**config.mk**
```make
export PLATFORM = sky130hd
export DESIGN_NAME = uart_cmd_decoder
export DESIGN_NICKNAME = d
export VERILOG_FILES = /design/src/rtl/uart_cmd_decoder.sv
export SDC_FILE = /design/constraint.sdc
export NUM_CORES = 1
export LEC_CHECK = 0
export CAP_MARGIN = 40
export CORE_ASPECT_RATIO = 0.9
export CORE_MARGIN = 3
export CORE_UTILIZATION = 61
export CTS_CLUSTER_DIAMETER = 200
export DETAILED_ROUTE_END_ITERATION = 12
export PLACE_DENSITY = 0.79
export SETUP_SLACK_MARGIN = 0.5
export SYNTH_ARGS = -nofsm -noshare
export SYNTH_HDL_FRONTEND = slang
export SYNTH_SLANG_ARGS = --single-unit
```
**constraint.sdc**
```tcl
create_clock -name clk_i -period 6 [get_ports clk_i]
set_clock_uncertainty 0.1 [all_clocks]
set_input_delay 0.9 -clock clk_i [delete_from_list [all_inputs] [get_ports clk_i]]
set_output_delay 0.9 -clock clk_i [all_outputs]
set_load 0.1 [all_outputs]
```
**src/rtl/uart_cmd_decoder.sv**
```systemverilog
// UART command decoder: turns single-character ASCII commands into one-cycle
// requests for the servo PWM stage and returns one-byte ASCII status replies.
module uart_cmd_decoder #(
  parameter int TERM_TIMEOUT = 2_700_000,
  parameter int START_WIN    = 8,
  parameter int DONE_TIMEOUT = 135_000_000,
  parameter int CNT_W        = 28
) (
  input  logic       clk_i,
  input  logic       rst_ni,
  input  logic [7:0] rx_data_i,
  input  logic       rx_valid_i,
  input  logic       moving_i,
  input  logic       target_reached_i,
  input  logic       tx_busy_i,
  output logic [7:0] tx_data_o,
  output logic       tx_start_o,
  output logic [2:0] state_desired_o,
  output logic       uart_command_valid_o,
  output logic       cmd_busy_o
);

  typedef enum logic [2:0] {
    S_IDLE,
    S_TERM,
    S_ISSUE,
    S_WAIT_START,
    S_WAIT_DONE
  } state_t;

  localparam logic [7:0] CH_E = 8'h45;
  localparam logic [7:0] CH_B = 8'h42;
  localparam logic [7:0] CH_K = 8'h4B;
  localparam logic [7:0] CH_N = 8'h4E;
  localparam logic [7:0] CH_R = 8'h52;
  localparam logic [7:0] CH_X = 8'h58;

  // Last count value of each window; the event fires when the counter sits here.
  localparam logic [CNT_W-1:0] TERM_LAST  = CNT_W'(TERM_TIMEOUT - 1);
  localparam logic [CNT_W-1:0] START_LAST = CNT_W'(START_WIN - 1);
  localparam logic [CNT_W-1:0] DONE_LAST  = CNT_W'(DONE_TIMEOUT - 1);

  state_t           state_q;
  logic [CNT_W-1:0] cnt_q;
  logic [CNT_W-1:0] cnt_inc;
  logic [2:0]       code_q;
  logic [2:0]       state_desired_q;
  logic             valid_q;
  logic             sticky_q;
  logic             push_q;
  logic [7:0]       push_byte_q;

  logic             cmd_hit;
  logic [2:0]       cmd_code;
  logic             is_term;

  // Reply FIFO storage and bookkeeping
  logic [7:0]       mem_q [2];
  logic             wr_ptr_q;
  logic             rd_ptr_q;
  logic [1:0]       count_q;
  logic [7:0]       last_q;
  logic             pop;
  logic             push_ok;

  // Decode the received byte into a command code / terminator flag
  always_comb begin
    cmd_hit  = 1'b1;
    cmd_code = 3'b001;
    unique case (rx_data_i)
      8'h49, 8'h69: cmd_code = 3'b001;
      8'h44, 8'h64: cmd_code = 3'b010;
      8'h54, 8'h74: cmd_code = 3'b011;
      8'h2B:        cmd_code = 3'b100;
      8'h2D:        cmd_code = 3'b101;
      default:      cmd_hit  = 1'b0;
    endcase
    is_term = (rx_data_i == 8'h0D) || (rx_data_i == 8'h0A);
  end

  assign cnt_inc = (cnt_q == {CNT_W{1'b1}}) ? cnt_q : cnt_q + CNT_W'(1);

  // Command FSM: state, shared timeout counter, sticky done flag and reply requests
  always_ff @(posedge clk_i or negedge rst_ni) begin
    if (!rst_ni) begin
      state_q         <= S_IDLE;
      cnt_q           <= '0;
      code_q          <= 3'b001;
      state_desired_q <= 3'b001;
      valid_q         <= 1'b0;
      sticky_q        <= 1'b0;
      push_q          <= 1'b0;
      push_byte_q     <= 8'h00;
    end else begin
      push_q  <= 1'b0;
      valid_q <= 1'b0;
      unique case (state_q)
        S_IDLE: begin
          if (rx_valid_i) begin
            if (cmd_hit) begin
              code_q  <= cmd_code;
              cnt_q   <= '0;
              state_q <= S_TERM;
            end else if (!is_term) begin
              push_q      <= 1'b1;
              push_byte_q <= CH_E;
            end
          end
        end
        S_TERM: begin
          // Timeout has priority over a coincident byte, which is dropped.
          if (cnt_q >= TERM_LAST) begin
            push_q      <= 1'b1;
            push_byte_q <= CH_E;
            state_q     <= S_IDLE;
          end else if (rx_valid_i) begin
            if (is_term) begin
              sticky_q <= 1'b0;
              state_q  <= S_ISSUE;
            end else if (cmd_hit) begin
              code_q <= cmd_code;
              cnt_q  <= '0;
            end else begin
              push_q      <= 1'b1;
              push_byte_q <= CH_E;
              state_q     <= S_IDLE;
            end
          end else begin
            cnt_q <= cnt_inc;
          end
        end
        S_ISSUE: begin
          if (moving_i) begin
            push_q      <= 1'b1;
            push_byte_q <= CH_B;
            state_q     <= S_IDLE;
          end else begin
            state_desired_q <= code_q;
            valid_q         <= 1'b1;
            sticky_q        <= target_reached_i;
            cnt_q           <= '0;
            state_q         <= S_WAIT_START;
          end
        end
        S_WAIT_START: begin
          // A done pulse without a visible moving phase still counts as a start.
          if (moving_i || target_reached_i || sticky_q) begin
            push_q      <= 1'b1;
            push_byte_q <= CH_K;
            sticky_q    <= sticky_q | target_reached_i;
            cnt_q       <= '0;
            state_q     <= S_WAIT_DONE;
          end else if (cnt_q >= START_LAST) begin
            push_q      <= 1'b1;
            push_byte_q <= CH_N;
            state_q     <= S_IDLE;
          end else begin
            cnt_q <= cnt_inc;
          end
        end
        S_WAIT_DONE: begin
          if (target_reached_i || sticky_q) begin
            push_q      <= 1'b1;
            push_byte_q <= CH_R;
            sticky_q    <= 1'b0;
            state_q     <= S_IDLE;
          end else if (cnt_q >= DONE_LAST) begin
            push_q      <= 1'b1;
            push_byte_q <= CH_X;
            state_q     <= S_IDLE;
          end else begin
            cnt_q <= cnt_inc;
          end
        end
        default: state_q <= S_IDLE;
      endcase
    end
  end

  assign pop     = (count_q != 2'd0) && !tx_busy_i;
  assign push_ok = push_q && ((count_q != 2'd2) || pop);

  // Reply FIFO pointers, occupancy and the byte held after each send
  always_ff @(posedge clk_i or negedge rst_ni) begin
    if (!rst_ni) begin
      wr_ptr_q <= 1'b0;
      rd_ptr_q <= 1'b0;
      count_q  <= 2'd0;
      last_q   <= 8'h00;
    end else begin
      if (push_ok) wr_ptr_q <= ~wr_ptr_q;
      if (pop) begin
        rd_ptr_q <= ~rd_ptr_q;
        last_q   <= mem_q[rd_ptr_q];
      end
      unique case ({push_ok, pop})
        2'b10:   count_q <= count_q + 2'd1;
        2'b01:   count_q <= count_q - 2'd1;
        default: count_q <= count_q;
      endcase
    end
  end

  // Reply FIFO storage
  always_ff @(posedge clk_i) begin
    if (push_ok) mem_q[wr_ptr_q] <= push_byte_q;
  end

  assign tx_start_o           = pop;
  assign tx_data_o            = pop ? mem_q[rd_ptr_q] : last_q;
  assign state_desired_o      = state_desired_q;
  assign uart_command_valid_o = valid_q;
  assign cmd_busy_o           = (state_q != S_IDLE) && (state_q != S_TERM);

endmodule

```
**Word-level counts from Yosys, hierarchy flattened**

Memory sizes are Yosys's and may differ from the RTL's.
Index checks and enable logic that the tools add are counted.

- Bits in registers: 60
- RAM bits: 16
- Memories kept: 1
- Input port bits: 14

- Add/sub/neg operators: 3
- Mux-type cells: 71
- Bitwise gates (word level): 4
- Reduce and logical (&&, ||, !) cells: 25
- Order comparisons: 3
- Eq/ne operators: 41

Memory list:

| memory | words | bits a word | rd ports | clocked after Yosys merged registers in | write ports | line | text |
|---|---|---|---|---|---|---|---|
| mem_q | 2 | 8 | 1 | 0 | 1 | 58 | `logic [7:0] mem_q [2];` |

Operators by type and width:

| kind | count |
|---|---|
| $mux 28 | 11 |
| $pmux 28 s5 | 1 |
| $mux 8 | 13 |
| $eq 8x7->1 const B | 6 |
| $mux 3 | 15 |
| $pmux 8 s5 | 1 |
| $ne 2x2->1 const B | 15 |
| $add 28x1->28 const B | 1 |
| $eq 28x28->1 const B | 1 |
| $ge 28x22->1 const B | 1 |
| $ge 28x28->1 const B | 1 |
| $ge 28x3->1 const B | 1 |
| $mux 1 | 23 |
| $ne 3x3->1 const B | 7 |
| $eq 8x4->1 const B | 2 |
| $eq 8x6->1 const B | 2 |
| $pmux 3 s5 | 1 |
| $pmux 3 s4 | 1 |
| $reduce_and 10->1 | 1 |
| $reduce_and 8->1 | 1 |
| $reduce_or 8->1 | 1 |
| $reduce_and 7->1 | 1 |
| $eq 3x2->1 const B | 2 |
| $pmux 3 s2 | 1 |
| 26 further kinds | 37 |

**Longest topological paths before layout**

Gate-level depths: netlist of run 1.

- Depth after elaboration: 8
- Gate-level depth with buffers: 9

**Worst setup path before layout of run 1**

No wires, ideal clock.

- Path kind: input to output
- From: in tx_busy_i
- To: out tx_data_o[4]
- Stages on the path: 3
- Buffers on the path: 1
- Slack: 1501 ps
- Required time: 5000 ps
- Data arrival time: 3499 ps
- Path through: o21bai_1 -> clkbuf_1 -> o21ai_0

- Word-level cells in the longest chain between the ends: 3

Ends and longest elaborated chain:

| element | line | text |
|---|---|---|
| from (decl) | 15 | `input logic tx_busy_i,` |
| $logic_not 1->1 | 180 | `assign pop = (count_q != 2'd0) && !tx_busy_i;` |
| $logic_and 1x1->1 | 180 |  |
| $mux 8 | n/a |  |
| to (decl) | 16 | `output logic [7:0] tx_data_o,` |

No other way between the ends.

**Worst setup path after layout of run 1**

Same ends and word-level chain as after synthesis.

==> reports/results.tsv, run 1 <==
metric	value	unit
CTS clk-pin slew, worst paths	0.07	ns
main flop type after synthesis	dfrtp_1	
via count	3795	
Crit Path Class	in2out	
worst-path cell chain	clkdlybuf4s50_1, o21bai_1, nand2_1, o21ai_0, clkdlybuf4s50_1, buf_8	
Final period util	66.49	%
met2 WL	4786	µm
max cap viols	0	
Clock Tree Buf Depth	2	
htree depth	3	
slew margin rel.	37.87	%
Cell Pwr Density	373.2	nW/µm²
Max Fanout on Critical Path	16	
Initial Util	63.57	%
post-synthesis cell type count	72	
gr ovfl total	0	
fillers	460	
die height	84.81	µm
root buf cell	clkbuf_8	
Synth Instances	453	
CP Launch Type	input port	
CTS buffer count	9	
RSZ-0062 raised after global routing	no	
worst-skew pair later-pin latency	0.35	ns
P_leak	1.979	nW
status	complete, no violations	
Met1 Wirelength	4343	µm
FMAX	250.7	MHz
Post-CTS Setup Inserts	0	
initial antenna violation count	0	
CTS sink count	70	
Synth Area per Inst	9.291	µm²
most common cell after layout, fill and taps aside	dfrtp_1	
uppermost layer routed	met4	
pin count of the biggest net entering global routing	59	
Synth warnings	0	
R2R depth	7	
minimum clock period	3.989	ns
area delta synth->final	16.77	%
EDFF count, synth	12	
Die W	93.56	µm
DIE AREA	7934	µm²
most frequent cells in the layout	56 x dfrtp_1, 39 x nand2_1, 31 x nor2_1, 29 x o21ai_0, 26 x clkdlybuf4s50_1	
core area	6621	µm²
# nets final	490	
most used cell, CP	clkdlybuf4s50_1	
critical path required time	5.00	ns
critical path arrival	2.99	ns
vias in the first global route	3605	
post-synthesis sequential element count	70	
global placer's final weighted congestion	0.9191	
CTS tree	done	
total track usage	27.73	%
Starting DRT DRC Count	278	
HPWL after DPL	7121	µm
I/O pin count	28	
syn_nets	468	
final core occ	74.23	%
Hold Buf Count CTS	0	
Least-Margin Pin Slew	0.9301	ns
WL per Instance	17.85	µm
# diodes	0	
Mapped Area	4209	µm²
setup TNS	0	ns
sequential share of the synthesized area	43.10	%
PostCTS Resize Cnt	0	
Async SR Flop Fraction	82.86	%
# setup viols final	0	
CP max stage delay	0.58	ns
Hold Crit Class	reg2reg	
number of routed nets with antenna violations	0	
Hold Path Cell Cnt	2	
Peak VDD IR	0.2048	mV
Slew Limit Fails	0	
met3 wire len	839	µm
post-DR vias/cell	6.658	
Final Hold Fails	0	
PnR Total Power	1.834	mW
# rows	28	
layout cells sized above 1	11.67	%
port bufs	27	
CP max stage cell	clkdlybuf4s50_1	
TritonRoute pass-1 iters	5	
first-pass GRT wire length	17370	µm
CP Capture Type	output port	
final WL	10180	µm
Remaining DRCs	0	
[power breakdown]
group          total [mW]  internal (mW)  switching (mW)
Combinational       0.694          0.256           0.437
Clock               0.460          0.278           0.182
Sequential          0.680          0.573           0.107
Total                1.83           1.11           0.727
[critical path, delay by kind of cell]
family / cells / cell delay, ns
compound gates: 2 / 0.62
buf+inv: 3 / 1.33
simple gates: 1 / 0.14
[logic make-up after synthesis]
logic type / count (synthesis) / synth area share [%]
buffers and inverters: 54 / 5.380
adder cells (fa/ha/maj): 1 / 0.2972
AND/OR/NAND/NOR: 187 / 25.03
AO/OA/AOI/OAI: 117 / 20.07
flip-flops: 70 / 43.10
XOR/XNOR: 5 / 1.041
multiplexers: 19 / 5.083
[cell usage after synthesis, types with 12 or more instances]
cell	instances	area [µm²]
edfxtp_1	12	360.4
dfrtp_1	56	1401
clkbuf_1	26	97.59
o21ai_0	29	145.1
mux2i_1	12	120.1
nand2_1	39	146.4
nand4_1	17	106.4
a21oi_1	14	70.07
inv_1	20	75.07
nor2_1	31	116.4
nor3_1	17	85.08
nand3_1	15	75.07
nor4_1	12	75.07
[registers in the layout, summed over array words and instances, names as in the netlist, 2 cells and up]
signal,cells
cnt_q,28
push_byte_q,6
state_q,3
last_q,8
count_q,2
mem_q,12
state_desired_o,3
code_q,3
[cell type report]
class / instances / area [µm²] / share of cell area [%]
Clock inverter: 5 / 107.6 / 2.189
Timing Repair Buffer: 45 / 505.5 / 10.29
Sequential cell: 70 / 1814 / 36.91
Multi-Input combinational cell: 329 / 2168 / 44.12
Clock buffer: 11 / 131.4 / 2.673
Inverter: 20 / 75.07 / 1.527
Tap cell: 90 / 112.6 / 2.291
[layer usage]
| layer | global-route usage (%) | vias up |
|---|---|---|
| met3 | 6.720 | 25 |
| met4 | 9.580 | 0 |
| li1 | - | 1779 |
| met2 | 42.14 | 192 |
| met1 | 38.79 | 1799 |
| met5 | 2.564 | - |
[metrics by stage]
step / worst slack (ns) / cell area [µm²] / cells / hold WS, ns
after floorplan: 1.501 / 4209 / 453 / 0.3335
after global placement: 1.755 / 4466 / 540 / 0.3472
after detailed placement: 2.036 / 4676 / 554 / 0.3566
after CTS: 2.032 / 4915 / 570 / 0.3740
after global routing: 1.932 / 4915 / 570 / 0.3999
final: 2.011 / 4915 / 570 / 0.3706
[final timing paths]
kind                            slack (ns)                      to             startpoint
worst max-delay path                  2.01            tx_data_o[4]              tx_busy_i
min in group asynchronous             0.59     last_q[1]$_DFF_PN0_                 rst_ni
max in group asynchronous             4.72  state_q[0]$_DFFE_PN0P_                 rst_ni
worst max register to register        2.44   cnt_q[20]$_DFFE_PN0P_   cnt_q[0]$_DFFE_PN0P_
worst min register to register        0.37   code_q[0]$_DFFE_PN1P_  code_q[0]$_DFFE_PN1P_
worst min-delay path                  0.37   code_q[0]$_DFFE_PN1P_  code_q[0]$_DFFE_PN1P_
Power figures use the tool's default switching activity.
==> inputs of run 2 (changes only) <==
Settings changed: CORE_UTILIZATION 61 to 54, PLACE_DENSITY 0.79 to 0.74.
Clock period 6 ns to 3.3 ns, I/O delays scaled along.
==> run 2 against run 1 <==
- the run now ends with negative hold slack left
- via count grew 6.8%
- clock-buffer cell count fell by 1
- global-route usage is 0.42 points lower
- clock power grew 72%
- design area grew 10%
- combinational power grew 120%
- routed wire length rose by 19%
- flip-flop and latch count is the same
- first-iteration DRC count rose by 53%
- power is 93% higher
- sequential share of layout area shrank 3.3 points
- largest cell class unchanged
- largest power group unchanged
==> reports/results.tsv, run 2 (same netlist as run 1, synthesis figures left out) <==
metric	value	unit	change
Logic pwr share	43.8	%	+6.0 points
critical path arrival	3.09	ns	+0.10 ns
slew margin rel.	48.84	%	+11 points
# diodes	0		unchanged
gr ovfl total	0		unchanged
Seq pwr share	33.8	%	-3.3 points
HPWL after DPL	7994	µm	+12%
worst hold-check slack	-0.005982	ns	-0.3766 ns
critical path required time	3.44	ns	-1.56 ns
# nets final	517		+5.5%
area delta synth->final	28.48	%	
Hold Crit Class	in2async		
die height	89.76	µm	+5.8%
CTS sink count	70		unchanged
layout cells sized above 1	24.85	%	+13 points
TritonRoute pass-1 iters	6		+1
CTS clk-pin slew, worst paths	0.09	ns	+0.02 ns
Starting DRT DRC Count	424		+53%
Remaining DRCs	0		unchanged
root buf cell	clkbuf_8		
Internal	2.050	mW	+85%
R2R setup slack	0.35	ns	-2.09 ns
port bufs	27		unchanged
Final period util	89.30	%	
most frequent cells in the layout	54 x dfrtp_1, 39 x nand2_1, 37 x buf_4, 31 x nor2_1, 23 x o21ai_0		
status	finished with violations		
Sw Pwr	1.488	mW	+100%
I/O pin count	28		unchanged
Initial Util	57.71	%	-5.9 points
Max Fanout on Critical Path	6		-10
minimum clock period	2.947	ns	
fillers	516		+12%
Hold Buf Count CTS	0		unchanged
Sw Share	42.06	%	+2.4 points
worst-skew pair later-pin latency	0.36	ns	about the same
Reg-to-Reg End	cnt_q[5]$_DFFE_PN0P_		
global placer's final weighted congestion	0.9522		+3.6%
finished layout cell area	5408	µm²	+10%
htree depth	3		unchanged
pin count of the biggest net entering global routing	29		-51%
Crit Path Class	reg2reg		
R2R depth	7		unchanged
WL per Instance	20.26	µm	+14%
Clock Tree Buf Depth	2		unchanged
DIE AREA	8891	µm²	+12%
violations in the final reports	negative hold slack		
vias in the first global route	3968		+10%
# setup viols final	0		unchanged
CTS tree	done		
first-pass GRT wire length	19670	µm	+13%
CP Capture Type	flop		
final WL	12160	µm	+19%
CP Launch Type	flop		
Final Hold Fails	4		+4
total track usage	27.31	%	-0.42 points
FMAX	339.3	MHz	
via count	4054		+6.8%
Least-Margin Pin Slew	0.7616	ns	-0.1685 ns
RSZ-0062 raised after global routing	yes		
Peak VDD IR	0.4600	mV	+120%
number of routed nets with antenna violations	0		unchanged
post-DR vias/cell	6.757		+1.5%
reg2reg start	cnt_q[15]$_DFFE_PN0P_		
max cap viols	0		unchanged
max FFs per register	28		unchanged
setup TNS	0	ns	unchanged
most common cell after layout, fill and taps aside	dfrtp_1		
core area	7293	µm²	+10%
# rows	29		+3.6%
initial antenna violation count	0		unchanged
Reg with most FFs	cnt_q		
Clk network pwr share	22.3	%	-2.8 points
Die W	99.06	µm	+5.9%
Regs by FF count	cnt_q (28), mem_q (12), last_q (8)		
Slew Limit Fails	0		unchanged
Cell Pwr Density	654.3	nW/µm²	+75%
CTS buffer count	9		unchanged
P_leak	2.172	nW	+9.7%
dpl cell area	4750	µm²	+1.6%
==> run 2: changes by cell type in the layout (fill, tap and decap cells not counted), sizes merged <==
cell,before,now
buf,19,58
bufinv,3,1
clkbuf,11,10
clkdlybuf4s50,26,13
inv,20,23
nand4,18,19
==> run 2: metrics by stage <==
stage / cells / power [mW] / util [%] / setup slack, ns
floorplan: 453 / 2.095 / - / 0.3494
global placement: 561 / 2.503 / 64.54 / 0.2448
detailed placement: 564 / 2.548 / 65.12 / 0.1729
CTS: 598 / 3.467 / 72.64 / 0.4107
global route: 600 / 3.674 / 74.15 / 0.3081
finish: 600 / 3.538 / 74.15 / 0.3531
==> run 2: critical path, stage by stage, from the launching register on <==
cell	delay (ns)
dfrtp_1	0.40
or4_4	0.55
or4b_4	0.50
or3_4	0.37
a21boi_4	0.26
buf_12	0.15
nand4_4	0.14
a221o_1	0.35
==> run 2: repair_timing <==
item / 4_1_cts / 5_1_grt
pin swaps: 9 / 2
resized for setup: 31 / 15
buffers inserted: 16 / 2
cloned: 2 / 0
endpoints found under the setup margin: 31 / 32
==> run 2: layout make-up <==
class | instances | area [µm²] | area share (%)
Inverter | 20 | 75.07 | 1.388
Clock inverter | 6 | 73.82 | 1.365
Sequential cell | 70 | 1817 | 33.60
Multi-Input combinational cell | 330 | 2417 | 44.70
Timing Repair Buffer | 71 | 759.5 | 14.04
Clock buffer | 10 | 148.9 | 2.753
Tap cell | 93 | 116.4 | 2.152
==> run 2: how the worst max path moves through the flow <==
| stage | to | cells after the start | start | slack [ns] |
|---|---|---|---|---|
| after global placement | cnt_q[10]$_DFFE_PN0P_ | 6 | cnt_q[24]$_DFFE_PN0P_ | 0.24 |
| after floorplan | tx_data_o[4] | 3 | tx_busy_i | 0.35 |
| after CTS | cnt_q[5]$_DFFE_PN0P_ | 7 | cnt_q[24]$_DFFE_PN0P_ | 0.41 |
| final | cnt_q[5]$_DFFE_PN0P_ | 7 | cnt_q[15]$_DFFE_PN0P_ | 0.35 |
| after detailed placement | cnt_q[4]$_DFFE_PN0P_ | 6 | cnt_q[24]$_DFFE_PN0P_ | 0.17 |
| after global routing | cnt_q[6]$_DFFE_PN0P_ | 7 | cnt_q[24]$_DFFE_PN0P_ | 0.31 |
==> run 2: power groups by stage <==
stage	clock network, mW	registers (mW)	logic [mW]
after global placement	0	1.21	1.29
final	0.790	1.20	1.55
after detailed placement	0	1.22	1.33
after global routing	0.829	1.21	1.63
after CTS	0.790	1.19	1.49
after floorplan	0	1.14	0.950
==> run 2: layer usage <==
metal / wire (µm) / up-vias / track usage, %
met5: 0 / - / 0
met4: 302 / 0 / 9.556
met3: 1088 / 41 / 5.650
met2: 5634 / 225 / 43.46
met1: 5132 / 1943 / 36.97
li1: - / 1845 / -
==> inputs of run 3 (changes only) <==
Settings changed: CORE_UTILIZATION 54 to 59, PLACE_DENSITY 0.74 to 0.77.
Clock period 3.3 ns to 2.9 ns, I/O delays scaled along.
==> run 3 against run 2 <==
- the flow finishes with violations (design-rule violations)
- sequential power is 13% higher
- flip-flop and latch count stayed put
- register-to-register slack worse by 0.35 ns
- critical endpoint is now cnt_q[10]$_DFFE_PN0P_
==> reports/results.tsv, run 3 (same netlist as run 1, synthesis figures left out) <==
metric	value	unit	change
busiest grt layer	met2		
# rows	28		-3.4%
# setup viols final	0		unchanged
Clock Tree Buf Depth	2		unchanged
htree depth	3		unchanged
FMAX	345.7	MHz	+1.9%
layout cells sized above 1	25.49	%	+0.63 points
Regs by FF count	cnt_q (28), mem_q (12), last_q (8)		
CTS clk-pin slew, worst paths	0.08	ns	about the same
total track usage	30.54	%	+3.2 points
violations in the final reports	design-rule violations		
critical path required time	3.05	ns	-0.39 ns
worst-path cell chain	or4_4, or4b_4, or3_4, a21boi_4, nand4_4, a221o_1		
most common cell after layout, fill and taps aside	dfrtp_1		
GR met2 Demand/Resource	47.31	%	+3.9 points
P_leak	2.182	nW	+0.49%
WL per Instance	19.22	µm	-5.1%
R2R depth	6		-1
CP Launch Type	flop		
dpl cell area	4935	µm²	+3.9%
core area	6761	µm²	-7.3%
Cell Pwr Density	730.8	nW/µm²	+12%
worst-skew pair later-pin latency	0.36	ns	about the same
max FFs per register	28		unchanged
critical path arrival	3.04	ns	-0.05 ns
Crit Path Class	reg2reg		
post-DR vias/cell	6.672		-1.3%
Hold Buf Count CTS	0		unchanged
status	finished with violations		
CP max stage cell	or4_4		
Setup WS post-layout	0.007239	ns	-0.3458 ns
initial antenna violation count	0		unchanged
first-pass GRT wire length	19230	µm	-2.2%
DIE AREA	8185	µm²	-7.9%
Starting DRT DRC Count	385		-9.2%
CP Capture Type	flop		
area delta synth->final	25.95	%	
gr ovfl total	0		unchanged
dpl ws	-0.1025	ns	-0.2755 ns
number of routed nets with antenna violations	0		unchanged
Least-Margin Pin Slew	0.6901	ns	-0.07149 ns
finished layout cell area	5301	µm²	-2.0%
Max Fanout on Critical Path	11		+5
Final Hold Fails	0		-4
CTS tree	done		
setup TNS	0	ns	unchanged
# diodes	0		unchanged
Die W	95.03	µm	-4.1%
pin count of the biggest net entering global routing	31		+6.9%
CTS sink count	70		unchanged
PnR Total Power	3.874	mW	+9.5%
I/O pin count	28		unchanged
max cap viols	0		unchanged
Peak VDD IR	0.4191	mV	-8.9%
CTS buffer count	9		unchanged
TritonRoute pass-1 iters	10		+4
Hold Crit Class	in2async		
root buf cell	clkbuf_8		
Final period util	99.75	%	+10 points
met3 Use GR	8.860	%	+3.2 points
Initial Util	62.25	%	+4.5 points
port bufs	27		unchanged
vias in the first global route	3868		-2.5%
via count	4030		-0.59%
global placer's final weighted congestion	0.9375		-1.5%
RSZ-0062 raised after global routing	yes		
final WL	11610	µm	-4.5%
# nets final	524		+1.4%
most frequent cells in the layout	56 x dfrtp_1, 50 x buf_4, 39 x nand2_1, 31 x nor2_1, 22 x o21ai_0		
minimum clock period	2.893	ns	-0.05415 ns
Reg with most FFs	cnt_q		
Slew Limit Fails	0		unchanged
HPWL after DPL	8233	µm	+3.0%
GRT met1 Usage	40.30	%	+3.3 points
slew margin rel.	53.99	%	+5.2 points
CP max stage delay	0.54	ns	about the same
die height	86.13	µm	-4.0%
Remaining DRCs	1		+1
-- run 3: worst paths after layout --
check / slack (ns) / end / from
max: 0.007 / cnt_q[10]$_DFFE_PN0P_ / cnt_q[24]$_DFFE_PN0P_
min: 0.01 / push_byte_q[3]$_DFFE_PN0P_ / rst_ni
max reg2reg: 0.007 / cnt_q[10]$_DFFE_PN0P_ / cnt_q[24]$_DFFE_PN0P_
min reg2reg: 0.37 / mem_q[0][6]$_DFFE_PP_ / push_byte_q[6]$_DFFE_PN0P_
max in group asynchronous: 2.09 / cnt_q[20]$_DFFE_PN0P_ / rst_ni
min in group clk_i: 0.37 / mem_q[0][6]$_DFFE_PP_ / push_byte_q[6]$_DFFE_PN0P_
-- run 3: worst max-delay path: cells and delay by family (launching register included) --
| kind | cells | cell delay [ns] |
|---|---|---|
| AND/OR/NAND/NOR | 4 | 1.66 |
| flip-flops | 1 | 0.39 |
| AO/OA/AOI/OAI | 2 | 0.62 |
-- run 3: timing repair --
action                                  in CTS  in global routing
pin swaps                                    7                  5
endpoints found under the setup margin      38                 47
buffers inserted                             7                  1
resized for setup                           17                 11
-- run 3: cell type report --
| class | count | area (µm²) |
|---|---|---|
| clock inverter | 7 | 46.29 |
| sequential | 70 | 1814 |
| inverter | 20 | 75.07 |
| fill | 443 | 1460 |
| tap | 90 | 112.6 |
| timing repair buffer | 79 | 790.8 |
| multi-input combinational | 329 | 2338 |
| clock buffer | 9 | 123.9 |
-- run 3: per-stage QoR --
| step | cells | hold slack, ns | util [%] |
|---|---|---|---|
| 2_1_floorplan | 453 | 0.03941 | - |
| 3_3_place_gp | 580 | 0.3513 | 72.98 |
| 3_5_place_dp | 580 | 0.3508 | 72.98 |
| 4_1_cts | 603 | 0.02064 | 77.54 |
| 5_1_grt | 604 | 0.05622 | 78.40 |
| 6_report | 604 | 0.01363 | 78.40 |
-- run 3: layer usage --
layer,routed length [µm],share of wire [%],vias to the layer above
met3,1200,10,40
met2,5415,47,258
met4,313,2.7,0
met5,0,0,-
li1,-,-,1841
met1,4681,40,1891
-- run 3: power breakdown --
part           total, mW  switching (mW)  internal [mW]  leakage, nW
registers           1.36           0.173           1.19        0.835
logic               1.80            1.09          0.709         1.26
clock network      0.720           0.410          0.310       0.0835
total               3.87            1.67           2.20         2.18
